### config.mk
export PLATFORM = sky130hd
export DESIGN_NAME = stream_strip_flat
export DESIGN_NICKNAME = d
export VERILOG_FILES = /design/src/rtl/stream_strip_pkg.sv /design/src/rtl/stream_strip_if.sv /design/src/rtl/stream_strip_byte_compact_shift.sv /design/src/rtl/stream_strip.sv /design/src/flat_wrapper.sv
export SDC_FILE = /design/constraint.sdc
export NUM_CORES = 2
export LEC_CHECK = 0
export ABC_AREA = 1
export CAP_MARGIN = 15
export CORE_ASPECT_RATIO = 1.1
export CORE_UTILIZATION = 25
export DETAILED_ROUTE_END_ITERATION = 7
export REMOVE_ABC_BUFFERS = 1
export SLEW_MARGIN = 20
export SYNTH_ARGS = -nofsm -noshare
export SYNTH_HDL_FRONTEND = slang
export SYNTH_HIERARCHICAL = 1
export SYNTH_SLANG_ARGS = --single-unit
export TNS_END_PERCENT = 50
### constraint.sdc
create_clock -name clk -period 5.33 [get_ports clk]
set_clock_uncertainty 0.1 [all_clocks]
set_input_delay 0.7995 -clock clk [delete_from_list [all_inputs] [get_ports clk]]
set_output_delay 0.7995 -clock clk [all_outputs]
set_load 0.01 [all_outputs]
### src/rtl/stream_strip_pkg.sv
// Shared types and constants for the stream_strip datapath.
// byte_mask() zeroes every byte at position >= bcnt.
package strip_pkg;
   localparam int DATA_WIDTH    = 128;
   localparam int N_BYTES       = DATA_WIDTH / 8;
   localparam int DATA_BCNT     = $clog2(N_BYTES) + 1;
   localparam int SHIFTER_WIDTH = 2 * DATA_WIDTH;

   typedef logic [DATA_BCNT-1:0] bcnt_t;
   typedef logic [DATA_BCNT:0]   tcnt_t;

   localparam bcnt_t N_BCNT = bcnt_t'(N_BYTES);
   localparam tcnt_t T_FULL = tcnt_t'(N_BYTES);

   typedef enum logic [1:0] {
      SOP   = 2'd0,
      BODY  = 2'd1,
      FLUSH = 2'd2
   } state_t;

   function automatic logic [DATA_WIDTH-1:0] byte_mask(input bcnt_t bcnt);
      logic [DATA_WIDTH-1:0] m;
      m = '0;
      for (int i = 0; i < N_BYTES; i++) begin
         if (bcnt > bcnt_t'(i)) m[8*i +: 8] = 8'hFF;
      end
      return m;
   endfunction
endpackage

### src/rtl/stream_strip_if.sv
// Byte-enabled streaming beat: data, valid byte count, end-of-packet, vld/rdy handshake.
interface stream_strip_if;
   import strip_pkg::*;

   logic [DATA_WIDTH-1:0] dat;
   bcnt_t                 bcnt;
   logic                  eop;
   logic                  vld;
   logic                  rdy;

   modport master (output dat, bcnt, eop, vld, input rdy);
   modport slave  (input dat, bcnt, eop, vld, output rdy);
endinterface

### src/rtl/stream_strip_byte_compact_shift.sv
// Combinational: remove byte window [lo, hi), compact toward byte 0,
// then shift the compacted beat left by i_shift bytes into the merge width.
module byte_compact_shift
   import strip_pkg::*;
(
   input  logic [DATA_WIDTH-1:0]    i_dat,
   input  bcnt_t                    i_lo,
   input  bcnt_t                    i_hi,
   input  bcnt_t                    i_shift,
   output logic [SHIFTER_WIDTH-1:0] o_dat
);
   bcnt_t                 w_len;
   logic [DATA_WIDTH-1:0] w_cmp;

   assign w_len = i_hi - i_lo;

   always_comb begin
      w_cmp = '0;
      for (int j = 0; j < N_BYTES; j++) begin
         if (bcnt_t'(j) < i_lo) begin
            w_cmp[8*j +: 8] = i_dat[8*j +: 8];
         end else if ((j + int'(w_len)) < N_BYTES) begin
            w_cmp[8*j +: 8] = i_dat[8*(j + int'(w_len)) +: 8];
         end
      end
   end

   assign o_dat = {{DATA_WIDTH{1'b0}}, w_cmp} << (8 * i_shift);
endmodule

### src/rtl/stream_strip.sv
// Strips a byte window from each packet's first beat and repacks to full beats.
// One-register output stage (1-cycle latency); input stalls while output is held or during FLUSH.
module stream_strip
   import strip_pkg::*;
(
   input  logic           clk,
   input  logic           rst_n,
   stream_strip_if.slave  data_in,
   stream_strip_if.master data_out,
   input  logic           data_strip_en,
   input  bcnt_t          data_strip_offset,
   input  bcnt_t          data_strip_bcnt,
   output logic           data_strip_err,
   output logic           data_strip_drop
);
   state_t                   r_state,    w_state_nxt;
   bcnt_t                    r_res_cnt,  w_res_cnt_nxt;
   logic [DATA_WIDTH-1:0]    r_res_dat,  w_res_dat_nxt;
   logic [DATA_WIDTH-1:0]    r_out_dat,  w_out_dat_nxt;
   bcnt_t                    r_out_bcnt, w_out_bcnt_nxt;
   logic                     r_out_eop,  w_out_eop_nxt;
   logic                     r_out_vld,  w_out_vld_nxt;
   logic                     r_err,      w_err_nxt;
   logic                     r_drop,     w_drop_nxt;

   logic                     w_free, w_in_rdy, w_acc, w_clamp;
   bcnt_t                    w_lo, w_hi, w_k;
   tcnt_t                    w_t, w_win_end;
   logic [DATA_WIDTH-1:0]    w_in_masked;
   logic [SHIFTER_WIDTH-1:0] w_shifted, w_merge;

   assign w_free   = !r_out_vld || data_out.rdy;
   assign w_in_rdy = (r_state != FLUSH) && w_free;
   assign w_acc    = data_in.vld && w_in_rdy;

   assign w_win_end = {1'b0, data_strip_offset} + {1'b0, data_strip_bcnt};

   // Window only applies to the first beat; clamped to the beat's byte count.
   always_comb begin
      w_lo    = '0;
      w_hi    = '0;
      w_clamp = 1'b0;
      if (r_state == SOP && data_strip_en) begin
         w_clamp = (w_win_end > {1'b0, data_in.bcnt}) || (data_strip_offset >= data_in.bcnt);
         if (data_strip_offset < data_in.bcnt) begin
            w_lo = data_strip_offset;
            w_hi = (w_win_end > {1'b0, data_in.bcnt}) ? data_in.bcnt
                                                        : w_win_end[DATA_BCNT-1:0];
         end
      end
   end

   assign w_k         = data_in.bcnt - (w_hi - w_lo);
   assign w_t         = {1'b0, r_res_cnt} + {1'b0, w_k};
   assign w_in_masked = data_in.dat & byte_mask(data_in.bcnt);

   byte_compact_shift u_compact (
      .i_dat   (w_in_masked),
      .i_lo    (w_lo),
      .i_hi    (w_hi),
      .i_shift (r_res_cnt),
      .o_dat   (w_shifted)
   );

   assign w_merge = {{DATA_WIDTH{1'b0}}, r_res_dat} | w_shifted;

   always_comb begin
      w_state_nxt    = r_state;
      w_res_cnt_nxt  = r_res_cnt;
      w_res_dat_nxt  = r_res_dat;
      w_out_dat_nxt  = r_out_dat;
      w_out_bcnt_nxt = r_out_bcnt;
      w_out_eop_nxt  = r_out_eop;
      w_out_vld_nxt  = r_out_vld && !data_out.rdy;
      w_err_nxt      = 1'b0;
      w_drop_nxt     = 1'b0;
      if (r_state == FLUSH) begin
         if (w_free) begin
            w_out_dat_nxt  = r_res_dat;
            w_out_bcnt_nxt = r_res_cnt;
            w_out_eop_nxt  = 1'b1;
            w_out_vld_nxt  = 1'b1;
            w_res_cnt_nxt  = '0;
            w_res_dat_nxt  = '0;
            w_state_nxt    = SOP;
         end
      end else if (w_acc) begin
         w_err_nxt = w_clamp;
         if (!data_in.eop) begin
            w_state_nxt = BODY;
            if (w_t < T_FULL) begin
               w_res_cnt_nxt = w_t[DATA_BCNT-1:0];
               w_res_dat_nxt = w_merge[DATA_WIDTH-1:0];
            end else begin
               w_out_dat_nxt  = w_merge[DATA_WIDTH-1:0];
               w_out_bcnt_nxt = N_BCNT;
               w_out_eop_nxt  = 1'b0;
               w_out_vld_nxt  = 1'b1;
               w_res_cnt_nxt  = bcnt_t'(w_t - T_FULL);
               w_res_dat_nxt  = w_merge[SHIFTER_WIDTH-1:DATA_WIDTH];
            end
         end else if (w_t == '0) begin
            w_drop_nxt    = 1'b1;
            w_res_cnt_nxt = '0;
            w_res_dat_nxt = '0;
            w_state_nxt   = SOP;
         end else if (w_t <= T_FULL) begin
            w_out_dat_nxt  = w_merge[DATA_WIDTH-1:0];
            w_out_bcnt_nxt = w_t[DATA_BCNT-1:0];
            w_out_eop_nxt  = 1'b1;
            w_out_vld_nxt  = 1'b1;
            w_res_cnt_nxt  = '0;
            w_res_dat_nxt  = '0;
            w_state_nxt    = SOP;
         end else begin
            // Tail overflows one beat: emit a full beat now, the rest from FLUSH.
            w_out_dat_nxt  = w_merge[DATA_WIDTH-1:0];
            w_out_bcnt_nxt = N_BCNT;
            w_out_eop_nxt  = 1'b0;
            w_out_vld_nxt  = 1'b1;
            w_res_cnt_nxt  = bcnt_t'(w_t - T_FULL);
            w_res_dat_nxt  = w_merge[SHIFTER_WIDTH-1:DATA_WIDTH];
            w_state_nxt    = FLUSH;
         end
      end
   end

   always_ff @(posedge clk or negedge rst_n) begin
      if (!rst_n) begin
         r_state    <= SOP;
         r_res_cnt  <= '0;
         r_res_dat  <= '0;
         r_out_dat  <= '0;
         r_out_bcnt <= '0;
         r_out_eop  <= 1'b0;
         r_out_vld  <= 1'b0;
         r_err      <= 1'b0;
         r_drop     <= 1'b0;
      end else begin
         r_state    <= w_state_nxt;
         r_res_cnt  <= w_res_cnt_nxt;
         r_res_dat  <= w_res_dat_nxt;
         r_out_dat  <= w_out_dat_nxt;
         r_out_bcnt <= w_out_bcnt_nxt;
         r_out_eop  <= w_out_eop_nxt;
         r_out_vld  <= w_out_vld_nxt;
         r_err      <= w_err_nxt;
         r_drop     <= w_drop_nxt;
      end
   end

   assign data_in.rdy     = w_in_rdy;
   assign data_out.dat    = r_out_dat;
   assign data_out.bcnt   = r_out_bcnt;
   assign data_out.eop    = r_out_eop;
   assign data_out.vld    = r_out_vld;
   assign data_strip_err  = r_err;
   assign data_strip_drop = r_drop;
endmodule

### src/flat_wrapper.sv
// flat-port wrapper written by rule: the top's interface ports become plain ports
module stream_strip_flat import strip_pkg::*;
  (clk, rst_n, data_strip_en, data_strip_offset, data_strip_bcnt, data_strip_err, data_strip_drop, data_in_dat, data_in_bcnt, data_in_eop, data_in_vld, data_in_rdy, data_out_dat, data_out_bcnt, data_out_eop, data_out_vld, data_out_rdy);
  stream_strip_if data_in_i ();
  stream_strip_if data_out_i ();
  input  logic clk;
  input  logic rst_n;
  input  logic data_strip_en;
  input  bcnt_t data_strip_offset;
  input  bcnt_t data_strip_bcnt;
  output logic data_strip_err;
  output logic data_strip_drop;
  input wire logic [$bits(data_in_i.dat)-1:0] data_in_dat;
  input wire logic [$bits(data_in_i.bcnt)-1:0] data_in_bcnt;
  input wire logic [$bits(data_in_i.eop)-1:0] data_in_eop;
  input wire logic [$bits(data_in_i.vld)-1:0] data_in_vld;
  output wire logic [$bits(data_in_i.rdy)-1:0] data_in_rdy;
  output wire logic [$bits(data_out_i.dat)-1:0] data_out_dat;
  output wire logic [$bits(data_out_i.bcnt)-1:0] data_out_bcnt;
  output wire logic [$bits(data_out_i.eop)-1:0] data_out_eop;
  output wire logic [$bits(data_out_i.vld)-1:0] data_out_vld;
  input wire logic [$bits(data_out_i.rdy)-1:0] data_out_rdy;
  assign data_in_i.dat = data_in_dat;
  assign data_in_i.bcnt = data_in_bcnt;
  assign data_in_i.eop = data_in_eop;
  assign data_in_i.vld = data_in_vld;
  assign data_in_rdy = data_in_i.rdy;
  assign data_out_dat = data_out_i.dat;
  assign data_out_bcnt = data_out_i.bcnt;
  assign data_out_eop = data_out_i.eop;
  assign data_out_vld = data_out_i.vld;
  assign data_out_i.rdy = data_out_rdy;
  stream_strip u_core (.clk(clk), .rst_n(rst_n), .data_in(data_in_i), .data_out(data_out_i), .data_strip_en(data_strip_en), .data_strip_offset(data_strip_offset), .data_strip_bcnt(data_strip_bcnt), .data_strip_err(data_strip_err), .data_strip_drop(data_strip_drop));
endmodule
==> impl_metrics.yaml <==
status:
  outcome: "finished with violations"
  failed_checks: "setup timing"
global_route:
  grt.overflow.total: 0
  grt_start_max_net_pins: 121
  grt.total_usage_pct: 25.58
  via_count_of_the_first_global_routing_pass: 40320
  grt_pass1_wl_um: 253400
  grt_antenna_before_repair: 3
synthesis:
  total_of_flip_flops_plus_latches_after_synthesis: 272
  synth_top_cell_area_share_pct: 26.92
  syn_inst: 5860
  ys_async_rst_share_pct: 100.0
  synth_seq_area_share_pct: 21.22
  synth_top_cells_by_count: "sky130_fd_sc_hd__nand2_1 (2301), sky130_fd_sc_hd__nand3_1 (1442), sky130_fd_sc_hd__nor2_1 (314)"
  most_area_hungry_cell_type_in_the_yosys_netlist: "sky130_fd_sc_hd__nand2_1"
  postSynthAreaPerCell_um2: 5.475
  synth_enable_flop_cells: 0
  yosys.area_share.simple_pct: 55.60
  synthAdderAreaFrac_pct: 1.607
  synth.area.top_cells: "sky130_fd_sc_hd__nand2_1 (27%), sky130_fd_sc_hd__nand3_1 (22%), sky130_fd_sc_hd__dfrtp_1 (21%)"
  main_combinational_cell_family_by_area_after_synthesis: "simple AND/OR/NAND/NOR gates"
  post_synth_mux_area_share_pct: 0
  number_of_warnings_reported_in_the_yosys_synthesis_log: 6
  synth_compound_gate_area_share_pct: 11.99
  post_synthesis_cell_area_um2: 32080
  synth.distinct_cells: 48
  post_synth_xor_area_fraction_pct: 0.2457
  most_frequent_cell_after_synthesis: "sky130_fd_sc_hd__nand2_1"
  yosys_most_used_dff: "sky130_fd_sc_hd__dfrtp_1"
clocking:
  cts_made_buffers: 35
  clock_latency_reported_for_the_late_side_of_the_worst_skew_pair_ns: 0.60
  cts-root-to-sink-buffers: 3
  clock-sinks: 272
  clock_tree.root_cell: "sky130_fd_sc_hd__clkbuf_16"
  tritoncts: "yes"
  htree_levels: 2
  clk_pin_slew_ns: 0.06
critical_path:
  timing.setup.critical_path_class: "input port to register"
  start_kind: "input port"
  end_kind: "register"
  cp.arrival_ns: 6.35
  critical-path-slowest-cell: "sky130_fd_sc_hd__fa_2"
  worstPathRequired_ns: 5.69
  critical_path_max_stage_delay_ns: 0.39
  worstPathMaxFanout: 8
floorplan:
  dieArea_um2: 129800
  die_height_um: 377.7
  floorplan.rows: 137
  floorplan.core_area_um2: 127000
  start_util_pct: 25.26
  die-width_um: 343.6
  io-pin-count: 287
placed_design:
  placement.setup.worst_slack_ns: -2.032
  port_buffers: 286
  placed_cell_count: 7940
  dpl.hpwl_um: 127500
  gp_routability_congestion: 1.025
finish:
  n_antenna_cell: 0
  areaGrowthSynthToFinish_pct: 42.50
  layoutNonFillerInstCount: 8117
  finalNetCount: 6611
  fillerInstances: 13860
  drive_gt1_share_pct: 19.52
power_and_ir_drop:
  maximum_resistive_drop_on_vdd_mv: 0.5711
  powerDensity_nw_per_um2: 835.5
  p_leak_nw: 22.43
routing:
  drc_errors: 0
  postRouteAntennaNets: 0
  drt-total-wl_um: 177700
  drt-wirelength-per-cell_um: 21.89
  drt_pass1_iterations: 7
  num_vias: 44080
  detailedRoute.firstIterationViolations: 4766
  routed_via_density: 5.431
timing:
  rsz0062_at_grt: "true"
  pnr_worst_setup_slack_ns: -0.6534
  setup_viol: 270
  measured_slew_at_the_worst_slew_check_pin_ns: 1.034
  period_needed_ns: 5.983
  maxClockFrequency_ghz: 0.1671
  worst_slew_margin_rel_pct: 31.08
  hold_violations: 0
  setup-tns-final_ns: -150.15
  timing_max_transition_violations_final: 0
  fin_crit_share_pct: 112.3
flow_run:
  maxCapViolations: 0
worst_hold_path:
  hold_path_class: "register to register"
-- through the flow --
stage | hold slack, ns | power, mW | utilization (%) | instance area [um^2]
finish | 0.3794 | 38.19 | 35.99 | 45710
global route | 0.3995 | 40.66 | 35.99 | 45710
CTS | 0.3804 | 34.22 | 34.22 | 43460
detailed placement | 0.3647 | 28.95 | 31.68 | 40240
global placement | 0.3639 | 28.80 | 31.68 | 40240
floorplan | 0.3723 | 18.22 | - | 30180
-- sequential cells by signal, summed over array words and instances (netlist names) --
signal,flops
u_core/r_res_cnt,5
u_core/data_out.eop,1
u_core/r_res_dat,128
u_core/r_state,2
u_core/data_strip_err,1
u_core/data_out.bcnt,5
u_core/data_out.vld,1
u_core/data_strip_drop,1
u_core/data_out.dat,128
-- worst paths after layout --
path,startpoint,to,slack [ns],depth (start not counted)
max,data_strip_offset[0],u_core/r_res_dat[112],-0.65,42
min,u_core/data_out.eop,u_core/data_out.eop,0.38,2
max reg2reg,u_core/r_state[1],u_core/r_res_dat[112],0.49,34
min reg2reg,u_core/data_out.eop,u_core/data_out.eop,0.38,2
max in group asynchronous,rst_n,u_core/data_out.dat[87],3.44,3
min in group asynchronous,rst_n,u_core/data_out.dat[90],0.60,2
-- per-layer routing --
metal | global-route usage, % | up-vias | routed length, um
li1 | - | 20650 | -
met1 | 33.51 | 20930 | 73260
met2 | 41.15 | 2073 | 80460
met3 | 3.497 | 422 | 13820
met4 | 12.12 | 2 | 10140
met5 | 0 | - | 13
-- cells in the final DEF, fill, tap and decap left out, drive strengths merged --
cell,instances
nand2,2311
clkinv,12
ha,30
a21boi,8
buf,644
or2,13
bufbuf,4
bufinv,4
nor3,7
xnor2,4
dfrtp,272
o21a,4
clkinvlp,3
inv,287
o22ai,2
nand3,1444
a32o,1
a211oi,4
and2,2
nor2,332
dlygate4sd2,1
dlygate4sd3,1
o211ai,194
o21ai,227
a31oi,3
clkbuf,78
xor2,5
a21oi,210
nor4,2
nand3b,5
clkdlybuf4s50,273
dlymetal6s2s,3
fa,7
nand4,52
-- logic make-up (layout without fill, tap and decap cells) --
group	Yosys count	after routing
AOI/OAI and AO/OA	653	653
DFF	272	272
buffers and inverters	721	1310
xor gates and xnor gates	9	9
and+or+nand+nor	4168	4168
adders and majority gates	37	37
-- critical path: cells and delay by family --
family,cells,cell delay [ns]
buffers and inverters,10,1.09
AOI/OAI and AO/OA,4,0.63
and+or+nand+nor,21,1.82
adders and majority gates,7,1.96
-- what timing repair did --
action / 4_1_cts / 5_1_grt
pin swaps: 123 / 176
resized for setup: 338 / 312
endpoints found under the setup margin: 270 / 270
endpoints found under the hold margin: 5 / 0
gates cloned: 15 / 41
hold buffers: 1 / 0
setup buffers: 40 / 23
-- where the power goes --
part           internal (mW)  switching (mW)
registers               2.98           0.748
clock network           1.53            1.04
logic                   13.1            18.7
total                   17.7            20.5
-- cell type report --
| cell class | count | area, um^2 | share of cell area (%) |
|---|---|---|---|
| repair buffers | 958 | 10120 | 22.14 |
| flip-flops and latches | 272 | 6823 | 14.93 |
| clock buffers | 46 | 1010 | 2.209 |
| clock inverters | 15 | 197.7 | 0.4325 |
| well taps | 1668 | 2087 | 4.565 |
| inverters | 291 | 1135 | 2.482 |
| multi-input cells | 4867 | 24340 | 53.25 |
(Power assumes the default switching activity.)
